--- config.mk ---
export PLATFORM = sky130hd
export DESIGN_NAME = hash_table_cmd_queue_flat
export DESIGN_NICKNAME = d
export VERILOG_FILES = /design/src/rtl/hash_table_pkg.sv /design/src/rtl/hash_table_cmd_queue_if.sv /design/src/rtl/hash_cmd_fifo.sv /design/src/rtl/hash_table_cmd_queue.sv /design/src/flat_wrapper.sv
export SDC_FILE = /design/constraint.sdc
export NUM_CORES = 1
export LEC_CHECK = 0
export BUFFER_PORTS_ARGS = -buffer_cell sky130_fd_sc_hd__buf_2
export CAP_MARGIN = 25
export CORE_MARGIN = 1.5
export CORE_UTILIZATION = 54
export CTS_BUF_LIST = sky130_fd_sc_hd__clkbuf_8
export DETAILED_ROUTE_END_ITERATION = 12
export PLACE_DENSITY = 0.77
export SLEW_MARGIN = 10
export SYNTH_ARGS = -nofsm -noshare
export SYNTH_HDL_FRONTEND = slang
export SYNTH_SLANG_ARGS = --single-unit
--- constraint.sdc ---
create_clock -name clk -period 3.4 [get_ports clk]
set_input_delay 0.68 -clock clk [delete_from_list [all_inputs] [get_ports clk]]
set_output_delay 0.68 -clock clk [all_outputs]
set_load 0.05 [all_outputs]
--- src/rtl/hash_table_pkg.sv ---
// hash_table_pkg: op encodings and queue FSM states shared by the command queue
package hash_table_pkg;
  typedef enum logic [1:0] {OP_INSERT = 2'b00, OP_DELETE = 2'b01, OP_SEARCH = 2'b10, OP_ILLEGAL = 2'b11} op_t;
  typedef enum logic [1:0] {IDLE, ISSUE, WAIT, RESP} state_t;
endpackage

--- src/rtl/hash_table_cmd_queue_if.sv ---
// hash_table_cmd_queue_if: command, hash-table and response channels of the queue
interface hash_table_cmd_queue_if #(
  parameter int KEY_WIDTH     = 32,
  parameter int VALUE_WIDTH   = 32,
  parameter int CHAINING_SIZE = 4
);
  localparam int CW = $clog2(CHAINING_SIZE);
  logic                   cmd_valid;
  logic                   cmd_ready;
  logic [1:0]             cmd_op;
  logic [KEY_WIDTH-1:0]   cmd_key;
  logic [VALUE_WIDTH-1:0] cmd_value;
  logic                   ht_op_en;
  logic [1:0]             ht_op_sel;
  logic [KEY_WIDTH-1:0]   ht_key;
  logic [VALUE_WIDTH-1:0] ht_value;
  logic [VALUE_WIDTH-1:0] ht_value_out;
  logic                   ht_op_done;
  logic                   ht_op_error;
  logic [CW-1:0]          ht_collision_count;
  logic                   rsp_valid;
  logic                   rsp_ready;
  logic [1:0]             rsp_op;
  logic [KEY_WIDTH-1:0]   rsp_key;
  logic [VALUE_WIDTH-1:0] rsp_value;
  logic                   rsp_error;
  logic                   rsp_timeout;
  logic [CW-1:0]          rsp_collision;
  modport slave (
    input  cmd_valid, cmd_op, cmd_key, cmd_value, ht_value_out, ht_op_done, ht_op_error,
           ht_collision_count, rsp_ready,
    output cmd_ready, ht_op_en, ht_op_sel, ht_key, ht_value, rsp_valid, rsp_op, rsp_key,
           rsp_value, rsp_error, rsp_timeout, rsp_collision
  );
  modport master (
    output cmd_valid, cmd_op, cmd_key, cmd_value, ht_value_out, ht_op_done, ht_op_error,
           ht_collision_count, rsp_ready,
    input  cmd_ready, ht_op_en, ht_op_sel, ht_key, ht_value, rsp_valid, rsp_op, rsp_key,
           rsp_value, rsp_error, rsp_timeout, rsp_collision
  );
endinterface

--- src/rtl/hash_cmd_fifo.sv ---
// hash_cmd_fifo: synchronous show-ahead FIFO holding queued commands
module hash_cmd_fifo #(
  parameter int W     = 66,
  parameter int DEPTH = 4
) (
  input  logic         clk,
  input  logic         rst,
  input  logic         push,
  input  logic [W-1:0] din,
  input  logic         pop,
  output logic [W-1:0] dout,
  output logic         full,
  output logic         empty
);
  localparam int AW = $clog2(DEPTH);
  logic [W-1:0]  mem [DEPTH];
  logic [AW-1:0] wp, rp;
  logic [AW:0]   cnt;
  logic          push_ok, pop_ok;
  assign full    = cnt == (AW+1)'(DEPTH);
  assign empty   = cnt == '0;
  assign pop_ok  = pop && !empty;
  assign push_ok = push && (!full || pop_ok);
  assign dout    = mem[rp];
  always_ff @(posedge clk) if (push_ok) mem[wp] <= din;
  always_ff @(posedge clk or negedge rst) begin
    if (!rst) begin
      wp  <= '0;
      rp  <= '0;
      cnt <= '0;
    end else begin
      wp  <= push_ok ? wp + 1'b1 : wp;
      rp  <= pop_ok ? rp + 1'b1 : rp;
      cnt <= cnt + (AW+1)'(push_ok) - (AW+1)'(pop_ok);
    end
  end
endmodule

--- src/rtl/hash_table_cmd_queue.sv ---
// hash_table_cmd_queue: buffers commands and serialises them one at a time to a hash table
module hash_table_cmd_queue
  import hash_table_pkg::*;
#(
  parameter int KEY_WIDTH      = 32,
  parameter int VALUE_WIDTH    = 32,
  parameter int CHAINING_SIZE  = 4,
  parameter int QUEUE_DEPTH    = 4,
  parameter int TIMEOUT_CYCLES = 64
) (
  input logic                    clk,
  input logic                    rst,
  hash_table_cmd_queue_if.slave  bus
);
  localparam int W  = 2 + KEY_WIDTH + VALUE_WIDTH;
  localparam int TW = TIMEOUT_CYCLES > 1 ? $clog2(TIMEOUT_CYCLES) : 1;
  state_t                 state, next;
  logic [W-1:0]           head;
  logic [1:0]             head_op;
  logic [KEY_WIDTH-1:0]   head_key;
  logic [VALUE_WIDTH-1:0] head_value;
  logic                   full, empty, pop, expired;
  logic [TW-1:0]          cnt;
  assign {head_op, head_key, head_value} = head;
  assign bus.cmd_ready = !full;
  assign expired       = cnt == TW'(TIMEOUT_CYCLES - 1);
  // the head stays queued while in flight and is popped only on the response handshake
  hash_cmd_fifo #(.W(W), .DEPTH(QUEUE_DEPTH)) u_fifo (
    .clk   (clk),
    .rst   (rst),
    .push  (bus.cmd_valid && !full),
    .din   ({bus.cmd_op, bus.cmd_key, bus.cmd_value}),
    .pop   (pop),
    .dout  (head),
    .full  (full),
    .empty (empty)
  );
  always_ff @(posedge clk or negedge rst) begin
    if (!rst) state <= IDLE;
    else state <= next;
  end
  always_comb begin
    next = state;
    case (state)
      IDLE:  if (!empty) next = (head_op == OP_ILLEGAL) ? RESP : ISSUE;
      ISSUE: next = WAIT;
      WAIT:  if (bus.ht_op_done || expired) next = RESP;
      RESP:  if (bus.rsp_ready) next = IDLE;
    endcase
  end
  always_comb begin
    bus.ht_op_en  = state == ISSUE;
    bus.rsp_valid = state == RESP;
    pop           = state == RESP && bus.rsp_ready;
  end
  always_ff @(posedge clk or negedge rst) begin
    if (!rst) begin
      cnt               <= '0;
      bus.ht_op_sel     <= '0;
      bus.ht_key        <= '0;
      bus.ht_value      <= '0;
      bus.rsp_op        <= '0;
      bus.rsp_key       <= '0;
      bus.rsp_value     <= '0;
      bus.rsp_error     <= 1'b0;
      bus.rsp_timeout   <= 1'b0;
      bus.rsp_collision <= '0;
    end else begin
      cnt <= (state == WAIT) ? cnt + 1'b1 : '0;
      // response fields are preset at dispatch so an illegal op needs no further capture
      if (state == IDLE && !empty) begin
        bus.rsp_op        <= head_op;
        bus.rsp_key       <= head_key;
        bus.rsp_value     <= '0;
        bus.rsp_error     <= head_op == OP_ILLEGAL;
        bus.rsp_timeout   <= 1'b0;
        bus.rsp_collision <= '0;
        if (head_op != OP_ILLEGAL) begin
          bus.ht_op_sel <= head_op;
          bus.ht_key    <= head_key;
          bus.ht_value  <= head_value;
        end
      end
      if (state == WAIT && bus.ht_op_done) begin
        bus.rsp_error     <= bus.ht_op_error;
        bus.rsp_collision <= bus.ht_collision_count;
        bus.rsp_value     <= (bus.ht_op_sel == OP_SEARCH) ? bus.ht_value_out : '0;
      end else if (state == WAIT && expired) begin
        bus.rsp_error   <= 1'b1;
        bus.rsp_timeout <= 1'b1;
      end
    end
  end
endmodule

--- src/flat_wrapper.sv ---
// flat-port wrapper written by rule: the top's interface ports become plain ports
module hash_table_cmd_queue_flat import hash_table_pkg::*;
#(
  parameter int KEY_WIDTH      = 32,
  parameter int VALUE_WIDTH    = 32,
  parameter int CHAINING_SIZE  = 4,
  parameter int QUEUE_DEPTH    = 4,
  parameter int TIMEOUT_CYCLES = 64
)
  (clk, rst, bus_cmd_valid, bus_cmd_op, bus_cmd_key, bus_cmd_value, bus_ht_value_out, bus_ht_op_done, bus_ht_op_error, bus_ht_collision_count, bus_rsp_ready, bus_cmd_ready, bus_ht_op_en, bus_ht_op_sel, bus_ht_key, bus_ht_value, bus_rsp_valid, bus_rsp_op, bus_rsp_key, bus_rsp_value, bus_rsp_error, bus_rsp_timeout, bus_rsp_collision);
  hash_table_cmd_queue_if #(.KEY_WIDTH(KEY_WIDTH), .VALUE_WIDTH(VALUE_WIDTH), .CHAINING_SIZE(CHAINING_SIZE)) bus_i ();
  input logic clk;
  input logic rst;
  input wire logic [$bits(bus_i.cmd_valid)-1:0] bus_cmd_valid;
  input wire logic [$bits(bus_i.cmd_op)-1:0] bus_cmd_op;
  input wire logic [$bits(bus_i.cmd_key)-1:0] bus_cmd_key;
  input wire logic [$bits(bus_i.cmd_value)-1:0] bus_cmd_value;
  input wire logic [$bits(bus_i.ht_value_out)-1:0] bus_ht_value_out;
  input wire logic [$bits(bus_i.ht_op_done)-1:0] bus_ht_op_done;
  input wire logic [$bits(bus_i.ht_op_error)-1:0] bus_ht_op_error;
  input wire logic [$bits(bus_i.ht_collision_count)-1:0] bus_ht_collision_count;
  input wire logic [$bits(bus_i.rsp_ready)-1:0] bus_rsp_ready;
  output wire logic [$bits(bus_i.cmd_ready)-1:0] bus_cmd_ready;
  output wire logic [$bits(bus_i.ht_op_en)-1:0] bus_ht_op_en;
  output wire logic [$bits(bus_i.ht_op_sel)-1:0] bus_ht_op_sel;
  output wire logic [$bits(bus_i.ht_key)-1:0] bus_ht_key;
  output wire logic [$bits(bus_i.ht_value)-1:0] bus_ht_value;
  output wire logic [$bits(bus_i.rsp_valid)-1:0] bus_rsp_valid;
  output wire logic [$bits(bus_i.rsp_op)-1:0] bus_rsp_op;
  output wire logic [$bits(bus_i.rsp_key)-1:0] bus_rsp_key;
  output wire logic [$bits(bus_i.rsp_value)-1:0] bus_rsp_value;
  output wire logic [$bits(bus_i.rsp_error)-1:0] bus_rsp_error;
  output wire logic [$bits(bus_i.rsp_timeout)-1:0] bus_rsp_timeout;
  output wire logic [$bits(bus_i.rsp_collision)-1:0] bus_rsp_collision;
  assign bus_i.cmd_valid = bus_cmd_valid;
  assign bus_i.cmd_op = bus_cmd_op;
  assign bus_i.cmd_key = bus_cmd_key;
  assign bus_i.cmd_value = bus_cmd_value;
  assign bus_i.ht_value_out = bus_ht_value_out;
  assign bus_i.ht_op_done = bus_ht_op_done;
  assign bus_i.ht_op_error = bus_ht_op_error;
  assign bus_i.ht_collision_count = bus_ht_collision_count;
  assign bus_i.rsp_ready = bus_rsp_ready;
  assign bus_cmd_ready = bus_i.cmd_ready;
  assign bus_ht_op_en = bus_i.ht_op_en;
  assign bus_ht_op_sel = bus_i.ht_op_sel;
  assign bus_ht_key = bus_i.ht_key;
  assign bus_ht_value = bus_i.ht_value;
  assign bus_rsp_valid = bus_i.rsp_valid;
  assign bus_rsp_op = bus_i.rsp_op;
  assign bus_rsp_key = bus_i.rsp_key;
  assign bus_rsp_value = bus_i.rsp_value;
  assign bus_rsp_error = bus_i.rsp_error;
  assign bus_rsp_timeout = bus_i.rsp_timeout;
  assign bus_rsp_collision = bus_i.rsp_collision;
  hash_table_cmd_queue #(.KEY_WIDTH(KEY_WIDTH), .VALUE_WIDTH(VALUE_WIDTH), .CHAINING_SIZE(CHAINING_SIZE), .QUEUE_DEPTH(QUEUE_DEPTH), .TIMEOUT_CYCLES(TIMEOUT_CYCLES)) u_core (.clk(clk), .rst(rst), .bus(bus_i));
endmodule
==> results of run 1 <==
[metrics by stage]
step / hold slack [ns] / area (µm²) / instances / util / worst slack, ns
after detailed placement: 0.465 / 17400 / 1339 / 0.607 / 0.993
final: 0.152 / 18800 / 1464 / 0.656 / 1.02
after global placement: 0.450 / 17400 / 1339 / 0.607 / 1.03
after CTS: 0.160 / 18800 / 1459 / 0.656 / 0.993
after floorplan: 0.384 / 15700 / 727 / - / 0.417
after global routing: 0.188 / 18800 / 1463 / 0.656 / 0.886
[cells in the final DEF, fill, tap and decap left out, drive strengths merged]
cell / instances
nand2: 9
or3: 2
diode: 5
clkinvlp: 1
nor3b: 1
mux2i: 2
nor2b: 1
a22o: 32
nor2: 4
o21ai: 2
bufinv: 4
o22a: 3
mux4: 66
clkinv: 18
nand3: 7
clkbuf: 81
mux2: 100
and3: 6
buf: 261
inv: 27
xor2: 2
and2: 7
o32a: 1
dfrtp: 151
fa: 1
a31oi: 1
a21boi: 2
ha: 12
xnor2: 6
o22ai: 1
edfxtp: 264
[kinds of logic (layout without fill, tap and decap cells)]
family                   Yosys count  count (layout)  synth area share
other                              0               5                 0
AND/OR/NAND/NOR                   37              37            0.0136
buffers and inverters             44             392            0.0182
flip-flops                       415             415             0.748
multiplexers                     168             168             0.183
XOR/XNOR                           8               8           0.00448
adder cells (fa/ha/maj)           13              13            0.0109
AO/OA/AOI/OAI                     42              42            0.0226
[final timing paths]
| kind | from | endpoint | depth (start not counted) |
|---|---|---|---|
| worst max-delay path | u_core.u_fifo.cnt[1]$_DFF_PN0_ | u_core.u_fifo.cnt[2]$_DFF_PN0_ | 9 |
| worst min-delay path | rst | u_core.bus.rsp_key[3]$_DFFE_PN0P_ | 1 |
| worst max register to register | u_core.u_fifo.cnt[1]$_DFF_PN0_ | u_core.u_fifo.cnt[2]$_DFF_PN0_ | 9 |
| worst min register to register | u_core.cnt[0]$_DFF_PN0_ | u_core.cnt[0]$_DFF_PN0_ | 1 |
| max in group asynchronous | rst | u_core.u_fifo.rp[0]$_DFFE_PN0N_ | 2 |
| min in group clk | bus_cmd_value[4] | u_core.u_fifo.mem[0][4]$_DFFE_PP_ | 1 |
[flip-flops by register name, indices dropped and copies added (netlist names)]
register / flops
u_core.u_fifo.cnt: 3
u_core.u_fifo.wp: 2
u_core.bus.rsp_op: 2
u_core.state: 2
u_core.bus.ht_value: 32
u_core.bus.ht_key: 32
u_core.bus.rsp_collision: 2
u_core.u_fifo.mem: 264
u_core.bus.ht_op_sel: 2
u_core.u_fifo.rp: 2
u_core.bus.rsp_error: 1
u_core.cnt: 6
u_core.bus.rsp_timeout: 1
u_core.bus.rsp_value: 32
u_core.bus.rsp_key: 32
[routing by layer]
metal  share of wire  vias up
met5         0.00071        -
met4           0.022        4
met3           0.073       58
met2            0.48      265
met1            0.43     4034
li1                -     3496
[final cells by class]
cell class / count / area [µm²]
Timing Repair Buffer: 261 / 1440
Inverter: 11 / 41.3
Fill cell: 1903 / 9850
Clock inverter: 39 / 282
Antenna cell: 5 / 12.5
Sequential cell: 415 / 11700
Tap cell: 384 / 480
Clock buffer: 81 / 1110
Multi-Input combinational cell: 268 / 3690
[critical path, stage by stage (launching register included)]
cell,delay (ns)
sky130_fd_sc_hd__dfrtp_1,0.43
sky130_fd_sc_hd__or3_1,0.41
sky130_fd_sc_hd__and3_1,0.24
sky130_fd_sc_hd__ha_1,0.28
sky130_fd_sc_hd__inv_1,0.06
sky130_fd_sc_hd__ha_1,0.13
sky130_fd_sc_hd__inv_1,0.05
sky130_fd_sc_hd__fa_1,0.39
sky130_fd_sc_hd__xnor2_1,0.19
sky130_fd_sc_hd__xnor2_1,0.14
[power by group through the flow]
stage / combinational [mW] / sequential [mW] / clock, mW
floorplan: 4.03 / 10.1 / 0
global placement: 8.21 / 7.59 / 0
detailed placement: 8.36 / 7.64 / 0
CTS: 8.37 / 7.56 / 4.48
global route: 8.70 / 7.70 / 4.72
finish: 8.23 / 7.55 / 4.36
==> results.txt, run 1 <==
- By area the synthesized netlist is led by sky130_fd_sc_hd__edfxtp_1 (51%), sky130_fd_sc_hd__dfrtp_1 (24%), sky130_fd_sc_hd__mux4_2 (9.5%).
- In this run the power density over the cells is 1070 nW/µm².
- In this run, synthesis inferred 264 flip-flops with an integrated enable.
* Share of the yosys chip area belonging to registers: 0.748
- Setup slack on the worst reg-to-reg path comes out at 1.02 ns.
- A synthesized cell averages 21.5 µm².
- Antenna violations before repair: 6
- Number of DRC markers after the initial detailed-route iteration: 449
* Site Rows: 62
- In the synthesized netlist the async set-or-reset flop fraction comes to 0.364.
* Pwr Total: 20.1 mW
- Input and output buffers added on the ports amount to 244.
- Post-detailed-route wirelength per cell: 20.3 µm
* Max-cap viol count: 0
* Synth area leader: sky130_fd_sc_hd__edfxtp_1
- Sink count of the clock tree: 415
- After clock tree synthesis, the setup repair step added 0 buffers.
- Die H: 173 µm
- Setup violations remaining at the end of the flow were counted as 0.
* Transition at the pin with the smallest max-transition slack: 0.741 ns
- Maximum number of pins on one net before global-route repair: 77
- In this run the cell area of the synthesized design comes to 15,700 µm².
- In the final layout, the share of cells above drive strength 1 is 0.500.
- Remaining Overflow, GRT: 0
- Among all flip-flop cells after synthesis, the most frequent one is sky130_fd_sc_hd__edfxtp_1.
- The worst setup path is captured at a flip-flop.
- DP HPWL: 18.6 mm
- Counting along the longest clock path gives a buffer depth of 3.
- The clock period could shrink to 2.38 ns.
* Count of hold buffers inserted by post-cts repair: 0
- Pin placement for this block handled 245 I/O pins.
- The first global-routing pass estimated 47.1 mm of wire.
- For met3 alone, demand over resource in global routing was 0.0629.
* Final count of pins violating max slew: 0
- Commonest cells in the synthesized netlist: sky130_fd_sc_hd__edfxtp_1 (264), sky130_fd_sc_hd__dfrtp_1 (151), sky130_fd_sc_hd__mux4_2 (66)
* Via count normalized by instance count: 5.37
- Clock latency on the worst-skew pair, taken at its later pin, is 0.57 ns.
- Global-route met1 utilization: 0.276
- In this run the remaining antenna-violating nets after routing total 0.
- Clock-pin slew was measured on the worst setup and hold paths at 0.06 ns.
- Post-Route Skew: 0.0366 ns
- The setup path with the least slack is of type reg2reg.
* Count of endpoints failing hold in the final timing report: 0
- Required time of the critical path: 3.89 ns
- The flow ran to the end, and the final reports show no timing, DRC or antenna violations.
* Overall via count from detail_route: 7,857
* Switching share of power: 0.380
* Synth Warn #: 0
- Number of flip-flops and latches in the synthesized netlist: 415
- At the worst endpoint, the arrival time is 2.87 ns.
- Part of the power in registers: 0.375
- All-layer global routing usage: 0.205
- Path category of the worst min-delay check: in2async
* Worst VDD drop: 0.793 mV
- Residual DRC count: 0
* Type of element launching the critical path: flip-flop
- TritonCTS built the clock tree.
* Switching Power: 7.65 mW
* RD Place Congestion: 0.814
- Final net count: 1,144
* Static Leakage: 7.62 nW
* Final-layout setup total negative slack: 0 ns
* Share of power burned in the clock network: 0.217
- Fraction of post-synthesis cell area in the top cell type by area: 0.506
- Post-Synthesis Cells: 727
- The pre-antenna-repair detailed-routing pass consisted of 4 iterations.
- Proportion of power drawn by combinational gates: 0.409
- Setup repair after global routing left no endpoint under its margin.
- Counting every net in the synthesized netlist gives 846.
* Via count of the first global-routing pass: 8,471
- Cell-internal power: 12.5 mW
- Area growth from synthesis to final layout: 19.9%
* H-tree Lvls: 3
- In this run the clock root is driven by a sky130_fd_sc_hd__clkbuf_8.
- Die Wd: 173 µm
- Of all nets on the critical path, the largest fanout is 4.
- Once the clock tree was built, the resizer swapped 0 gates to a different size.
- The initial utilization of the core area, before any placement, comes to 0.547.
- The worst pin sits at a relative slew slack of 0.506.
- Grt met2 use: 0.323
- In this run the most used layer during global routing was met2.
- Crit share post-route: 0.701
* Number of distinct standard cells referenced by the synthesized netlist: 35
- Buffers inserted during clock tree synthesis total 68.
- sky130_fd_sc_hd__edfxtp_1 is the most common cell in the netlist.
- Total wire length after detailed routing: 29.7 mm
- In this run the standard cell core region covers 28,600 µm².
- Maximum clock frequency: 0.420 GHz
- The floorplan step defined a die boundary enclosing 30,000 µm².
(Power assumes the default switching activity.)
==> inputs of run 2 (changes only) <==
--- a/config.mk
+++ b/config.mk
@@ -8,10 +8,10 @@
 export BUFFER_PORTS_ARGS = -buffer_cell sky130_fd_sc_hd__buf_2
 export CAP_MARGIN = 25
 export CORE_MARGIN = 1.5
-export CORE_UTILIZATION = 54
+export CORE_UTILIZATION = 53
 export CTS_BUF_LIST = sky130_fd_sc_hd__clkbuf_8
 export DETAILED_ROUTE_END_ITERATION = 12
-export PLACE_DENSITY = 0.77
+export PLACE_DENSITY = 0.78
 export SLEW_MARGIN = 10
 export SYNTH_ARGS = -nofsm -noshare
 export SYNTH_HDL_FRONTEND = slang
==> constraint.sdc (replaced) <==
create_clock -name clk -period 2 [get_ports clk]
set_input_delay 0.4 -clock clk [delete_from_list [all_inputs] [get_ports clk]]
set_output_delay 0.4 -clock clk [all_outputs]
set_load 0.05 [all_outputs]
==> results.txt, run 2 (synthesized netlist as in run 1, its figures left out) <==
* Cell type of the slowest stage on the worst timing path: sky130_fd_sc_hd__mux4_2
- After floorplanning, the core was divided into 62 placement rows.
- Worst-path cell chain: mux4_2 > and2_4 > nor2_8 > buf_12 > buf_12 > buf_12 > mux2_4
- Sink count of the clock tree: 415
- Part of the power in registers: 0.363
- Via count normalized by instance count: 5.31
* Transition at the pin with the smallest max-transition slack: 0.358 ns
- Antenna fix cells: 0
- Die outline area: 30,600 µm²
- Residual DRC count: 0
- STA puts the critical path data arrival time at 2.52 ns.
- Final setup violation count: 15
- Starting utilization of the core area: 0.543
- Timing would allow up to 0.482 GHz.
- # fillers: 1,892
- The worst setup path is launched from a flip-flop.
- Setup repair after global routing could not meet its margin everywhere.
* Overall via count from detail_route: 8,002
- Share of power burned in the clock network: 0.202
- Area growth from synthesis to final layout: 23.6%
* RD Place Congestion: 0.770
- In this design, the critical path's most frequently occurring cell is sky130_fd_sc_hd__buf_12.
- Entering global routing, the biggest net connects 58 pins.
* Violations in the final reports: negative setup slack
* Largest driver fanout on the critical path: 8
- TritonCTS built the clock tree.
- After legalization and detailed placement, the total HPWL measured 19.7 mm.
* Global route hottest layer: met2
- Die H: 175 µm
- For this run, the total global-route usage over all layers was measured as 0.206.
* Dominant delay contributor by cell family on the critical path: multiplexers
- Floorplan core area: 28,900 µm²
- The analysis attributes to net switching a power of 13.5 mW.
- In this run the count of I/O pins placed on the die edge is 245.
- GR met3 Demand/Resource: 0.0659
- Post-route antenna net violation count: 0
* Via count of the first global-routing pass: 8,557
* Count of endpoints failing hold in the final timing report: 0
- The routed design has 30.8 mm of wire.
- The first global-routing pass estimated 48.0 mm of wire.
* Remaining Overflow, GRT: 0
- Data on the critical path is required at its endpoint by 2.45 ns.
* Number of buffers added on ports: 244
* Crit share post-route: 1.04
* CP max stage delay: 0.52 ns
- TritonCTS buffer count: 68
* Worst VDD drop: 1.12 mV
- Worst hold margin: 0.0415 ns
- The run finished, with violations left.
* Top library cells by usage in the layout, fill and taps aside: sky130_fd_sc_hd__edfxtp_1 (264), sky130_fd_sc_hd__buf_2 (242), sky130_fd_sc_hd__dfrtp_1 (148)
- The path class of the tightest hold or removal check is in2reg.
* Post-Route Skew: 0.0257 ns
- H-tree Lvls: 3
- The worst setup path is of the reg2reg kind.
- Global-route met1 utilization: 0.275
* Post-layout minimum cycle time: 2.07 ns
- Clock transition at the register clock pins on the worst setup and hold paths after CTS: 0.06 ns
* Root cell of the clock tree: sky130_fd_sc_hd__clkbuf_8
- Of the total power, the share spent switching nets is 0.382.
- For this design the static power due to leakage is 7.88 nW.
- Cell-internal power: 21.8 mW
- First-pass detailed-route iteration total: 4
- The library cell used most frequently in the layout, excluding fill and tap cells, is sky130_fd_sc_hd__edfxtp_1.
- For this run, global-route usage on met2 was measured as 0.334.
- Final net count: 1,186
* Post-detailed-route wirelength per cell: 20.4 µm
- Antenna violations before repair: 1
- Largest register by flop count: u_core.u_fifo.mem
- Power spread over the standard cell area amounts to 1830 nW/µm².
* Clock latency at the later pin of the worst-skew pair: 0.57 ns
* Pwr Total: 35.3 mW
* Proportion of power drawn by combinational gates: 0.434
* Number of DRC markers after the initial detailed-route iteration: 352
- Measured against its own limit, the worst slew margin works out to 0.761.
- The clock passes through at most 3 buffers.
* Max-cap viol count: 0
- Setup ws final: -0.0729 ns
- Die Wd: 175 µm
* Largest register FFs: 264
- Share of cells above drive strength 1: 0.529
* Sort of element at the end of the critical path: flip-flop
- Number of buffers and inverters on the critical path: 3
* Final count of pins violating max slew: 0
## run 2: layer usage
| metal | share of wire | wire length, µm | vias up |
|---|---|---|---|
| met5 | 0.00042 | 13 | - |
| met4 | 0.013 | 411 | 2 |
| met3 | 0.081 | 2490 | 46 |
| met2 | 0.49 | 15000 | 307 |
| met1 | 0.42 | 12900 | 4070 |
| li1 | - | - | 3577 |
## run 2: power groups by stage
| stage | logic (mW) | clock network, mW | registers [mW] |
|---|---|---|---|
| after global routing | 16.2 | 7.75 | 13.1 |
| after CTS | 15.5 | 7.33 | 12.9 |
| final | 15.3 | 7.15 | 12.8 |
| after floorplan | 6.94 | 0 | 17.1 |
| after global placement | 14.8 | 0 | 12.9 |
| after detailed placement | 15.1 | 0 | 13.0 |
## run 2: metrics by stage
stage	setup WS, ns	area (µm²)	std cells	TNS, ns	util
CTS	-0.101	19300	1503	-1.17	0.670
global route	-0.124	19300	1506	-3.07	0.670
global placement	-0.0751	17800	1367	-0.874	0.618
finish	-0.0729	19300	1506	-0.872	0.670
detailed placement	-0.109	17800	1367	-2.49	0.618
floorplan	-0.125	15700	727	-0.175	-
## run 2: path summary, 6_finish.rpt
| path | from | end | slack (ns) | cells past startpoint |
|---|---|---|---|---|
| worst max-delay path | u_core.u_fifo.rp[0]$_DFFE_PN0N_ | u_core.bus.ht_value[21]$_DFFE_PN0P_ | -0.07 | 7 |
| worst min-delay path | bus_cmd_value[24] | u_core.u_fifo.mem[2][24]$_DFFE_PP_ | 0.04 | 1 |
| worst max register to register | u_core.u_fifo.rp[0]$_DFFE_PN0N_ | u_core.bus.ht_value[21]$_DFFE_PN0P_ | -0.07 | 7 |
| worst min register to register | u_core.cnt[0]$_DFF_PN0_ | u_core.cnt[0]$_DFF_PN0_ | 0.46 | 1 |
| max in group asynchronous | rst | u_core.bus.ht_value[16]$_DFFE_PN0P_ | 1.09 | 3 |
| min in group asynchronous | rst | u_core.cnt[5]$_DFF_PN0_ | 0.27 | 2 |
## run 2: worst reg2reg max path, stage by stage (launching register included)
cell and delay [ns]:
sky130_fd_sc_hd__dfrtp_4 0.44, sky130_fd_sc_hd__mux4_2 0.52, sky130_fd_sc_hd__and2_4 0.20, sky130_fd_sc_hd__nor2_8 0.10, sky130_fd_sc_hd__buf_12 0.16, sky130_fd_sc_hd__buf_12 0.12, sky130_fd_sc_hd__buf_12 0.12, sky130_fd_sc_hd__mux2_4 0.30
## run 2: cell type report
class	count	area, µm²	share of cell area
clock inverters	49	298	0.0154
repair buffers	303	2010	0.104
well taps	384	480	0.0248
inverters	11	41.3	0.00213
clock buffers	76	1050	0.0541
multi-input cells	268	3750	0.194
flip-flops and latches	415	11700	0.606
## run 2: what timing repair did
action                     in CTS  in global routing
setup buffers                   9                  3
gates resized for setup         6                  2
pin swaps                       4                  2
hold buffers                    1                  0
hold endpoints to repair       25                  0
gates cloned                    1                  1
setup endpoints to repair      53                 65
==> inputs of run 3 (changes only) <==
--- a/config.mk
+++ b/config.mk
@@ -8,10 +8,9 @@
 export BUFFER_PORTS_ARGS = -buffer_cell sky130_fd_sc_hd__buf_2
 export CAP_MARGIN = 25
 export CORE_MARGIN = 1.5
-export CORE_UTILIZATION = 53
-export CTS_BUF_LIST = sky130_fd_sc_hd__clkbuf_8
+export CORE_UTILIZATION = 54
 export DETAILED_ROUTE_END_ITERATION = 12
-export PLACE_DENSITY = 0.78
+export PLACE_DENSITY = 0.77
 export SLEW_MARGIN = 10
 export SYNTH_ARGS = -nofsm -noshare
 export SYNTH_HDL_FRONTEND = slang
==> constraint.sdc (replaced) <==
create_clock -name clk -period 2.4 [get_ports clk]
set_input_delay 0.48 -clock clk [delete_from_list [all_inputs] [get_ports clk]]
set_output_delay 0.48 -clock clk [all_outputs]
set_load 0.05 [all_outputs]
==> results.txt, run 3 (synthesized netlist as in run 1, its figures left out) <==
- Data arrival time at the worst-slack endpoint: 2.75 ns
* Maximum number of pins on one net before global-route repair: 67
- The number of cells on the worst reg-to-reg path is 9.
* Switching Power: 10.7 mW
- Of the total power, registers draw 0.370.
- Overall via count from detail_route: 7,674
- Setup violations remaining at the end of the flow were counted as 0.
- Cell type of the slowest stage on the worst timing path: sky130_fd_sc_hd__fa_1
- Clock latency at the later pin of the worst-skew pair: 0.53 ns
* Remaining Overflow, GRT: 0
* Post-route antenna net violation count: 0
- For this configuration, the core starts out at a cell density of 0.547.
- Required time of the critical path: 2.84 ns
- For this block, the routed nets add up to 29.6 mm of wire.
- After clock tree synthesis, the clock-pin slew on the worst setup and hold paths is 0.06 ns.
- Final-layout setup total negative slack: 0 ns
- Start point of the critical path: u_core.u_fifo.cnt[2]$_DFF_PN0_
* Slew headroom: 0.583
* Total area of multi-input combinational cells: 3700 µm²
- For the final database, setup skew stands at 0.0166 ns.
- Along the worst hold path, the cell count comes to 1.
- Top library cells by usage in the layout, fill and taps aside: sky130_fd_sc_hd__edfxtp_1 (264), sky130_fd_sc_hd__buf_2 (243), sky130_fd_sc_hd__dfrtp_1 (149)
* # fillers: 1,898
- Clock tree from TritonCTS: yes
- After the last flow step, the layout net total stands at 1,133.
- RSZ-0062 raised after global routing: false
- Dominant delay contributor by cell family on the critical path: adder cells
- Count of endpoints failing hold in the final timing report: 0
- Max-cap viol count: 0
- The internal power of the cells totals 18.1 mW.
- Largest register by flop count: u_core.u_fifo.mem
- The area growth from synthesis to layout is 20.7%.
- Power density over the cells: 1520 nW/µm²
- Core occupancy in the finished layout: 0.660
- Counting both buffers and inverters, the worst setup path holds a total of 2.
* Kind of critical path: reg2reg
* Worst-path cell chain: or3_1 > and3_4 > ha_1 > inv_1 > ha_1 > inv_1 > fa_1 > xnor2_1 > xnor2_1
* Post-layout minimum cycle time: 2.30 ns
* Switching share of power: 0.372
- The cell sitting at the root of the clock tree is a sky130_fd_sc_hd__clkbuf_16.
- Setup slack on the worst reg-to-reg path comes out at 0.1 ns.
- The worst-case IR drop observed on VDD is 0.999 mV.
* Result of the run: finished clean
- All-layer global routing usage: 0.202
- The first routing iteration left 417 violations.
- For this design the static power due to leakage is 7.58 nW.
* First-pass detailed-route iteration total: 4
- In the routed design, unresolved DRC markers number 0.
- Largest register FFs: 264
- Die H: 173 µm
- After legalization and detailed placement, the total HPWL measured 18.4 mm.
* Die Wd: 173 µm
- Terminus of the critical flop-to-flop path: u_core.u_fifo.cnt[2]$_DFF_PN0_
- Routability-driven placement finished with a final weighted congestion of 0.804.
- In this run the core area contains 62 standard-cell rows.
- In this run the worst setup path terminates at u_core.u_fifo.cnt[2]$_DFF_PN0_.
* Storage cell area: 11,700 µm²
* Proportion of power drawn by combinational gates: 0.415
* Total number of cells along the worst setup path: 9
- In this design, the stage delay of the slowest critical-path cell is 0.40 ns.
- During placement, the flow inserted port buffers numbering 244.
* Via count of the first global-routing pass: 8,156
- STA classifies the critical path startpoint as a flip-flop.
- In the routed layout, each cell is associated on average with a via count of 5.36.
- Share of power burned in the clock network: 0.214
* Wire length of the first global-routing pass: 46.7 mm
- Largest driver fanout on the critical path: 3
* Final count of pins violating max slew: 0
- Crit share post-route: 0.960
* Post-detailed-route wirelength per cell: 20.7 µm
- Final cell count without fillers: 1,432
- Path category of the worst min-delay check: in2reg
- Total power for the finished layout comes to 28.8 mW.
- Pin placement for this block handled 245 I/O pins.
- The H-tree was split into 2 levels.
* Sort of element at the end of the critical path: flip-flop
- Maximum clock frequency: 0.434 GHz
- Die outline area: 30,000 µm²
- Count of placed standard cells including taps: 1,352
* Floorplan core area: 28,600 µm²
- Critical register-to-register path startpoint: u_core.u_fifo.cnt[2]$_DFF_PN0_
- The longest clock path from root to sink contains 3 buffers.
- Sink count of the clock tree: 415
- Antenna violations before repair: 5
* Share of cells above drive strength 1: 0.490
* Most common library cell in the layout ignoring fill and taps: sky130_fd_sc_hd__edfxtp_1
- At the pin with the least slew margin, the transition time is 0.626 ns.
- Clock tree synthesis inserted a total of 41 buffers.
## run 3: repair_timing
action / 4_1_cts / 5_1_grt
endpoints found under the hold margin: 49 / 0
buffers inserted: 0 / 2
gates resized for setup: 0 / 2
hold buffers: 1 / 0
endpoints found under the setup margin: 0 / 1
## run 3: per-layer routing
layer | global-route usage | up-vias | routed length (µm)
met5 | 0 | - | 25
met4 | 0.0533 | 6 | 605
met3 | 0.0546 | 60 | 2020
met2 | 0.334 | 248 | 14400
met1 | 0.269 | 3900 | 12600
li1 | - | 3460 | -
## run 3: through the flow
| step | hold WS, ns | instance area [µm²] | worst slack [ns] |
|---|---|---|---|
| after global placement | 0.455 | 17500 | 0.107 |
| after global routing | 0.151 | 18900 | 0.0190 |
| after CTS | 0.147 | 18900 | 0.0420 |
| after detailed placement | 0.464 | 17500 | 0.0611 |
| after floorplan | 0.184 | 15700 | 0.0264 |
| final | 0.166 | 18900 | 0.0955 |
## run 3: power by group through the flow
stage	Clock [mW]	Sequential [mW]	Combinational, mW
detailed placement	0	10.8	12.1
global placement	0	10.7	11.9
CTS	6.31	10.7	12.1
global route	6.58	10.9	12.6
finish	6.17	10.7	12.0
floorplan	0	14.2	5.72
## run 3: area by class of cell
class / count / area share
Timing Repair Buffer: 277 / 0.0862
Sequential cell: 415 / 0.620
Clock inverter: 7 / 0.00331
Clock buffer: 68 / 0.0667
Tap cell: 384 / 0.0254
Multi-Input combinational cell: 268 / 0.196
Inverter: 11 / 0.00219
Antenna cell: 2 / 0.000265
## run 3: worst min path at each step
stage | start | endpoint | slack, ns
6_report | bus_cmd_value[2] | u_core.u_fifo.mem[1][2]$_DFFE_PP_ | 0.17
5_1_grt | bus_cmd_value[8] | u_core.u_fifo.mem[1][8]$_DFFE_PP_ | 0.15
4_1_cts | bus_cmd_key[27] | u_core.u_fifo.mem[3][59]$_DFFE_PP_ | 0.15
3_5_place_dp | u_core.cnt[0]$_DFF_PN0_ | u_core.cnt[0]$_DFF_PN0_ | 0.46
3_3_place_gp | u_core.cnt[0]$_DFF_PN0_ | u_core.cnt[0]$_DFF_PN0_ | 0.45
2_1_floorplan | rst | u_core.bus.ht_key[0]$_DFFE_PN0P_ | 0.18
## run 3: worst reg2reg max path, cell delays in order (launching register included)
cell                      delay (ns)
sky130_fd_sc_hd__dfrtp_1        0.39
sky130_fd_sc_hd__or3_1          0.39
sky130_fd_sc_hd__and3_4         0.21
sky130_fd_sc_hd__ha_1           0.26
sky130_fd_sc_hd__inv_1          0.06
sky130_fd_sc_hd__ha_1           0.13
sky130_fd_sc_hd__inv_1          0.05
sky130_fd_sc_hd__fa_1           0.40
sky130_fd_sc_hd__xnor2_1        0.21
sky130_fd_sc_hd__xnor2_1        0.14
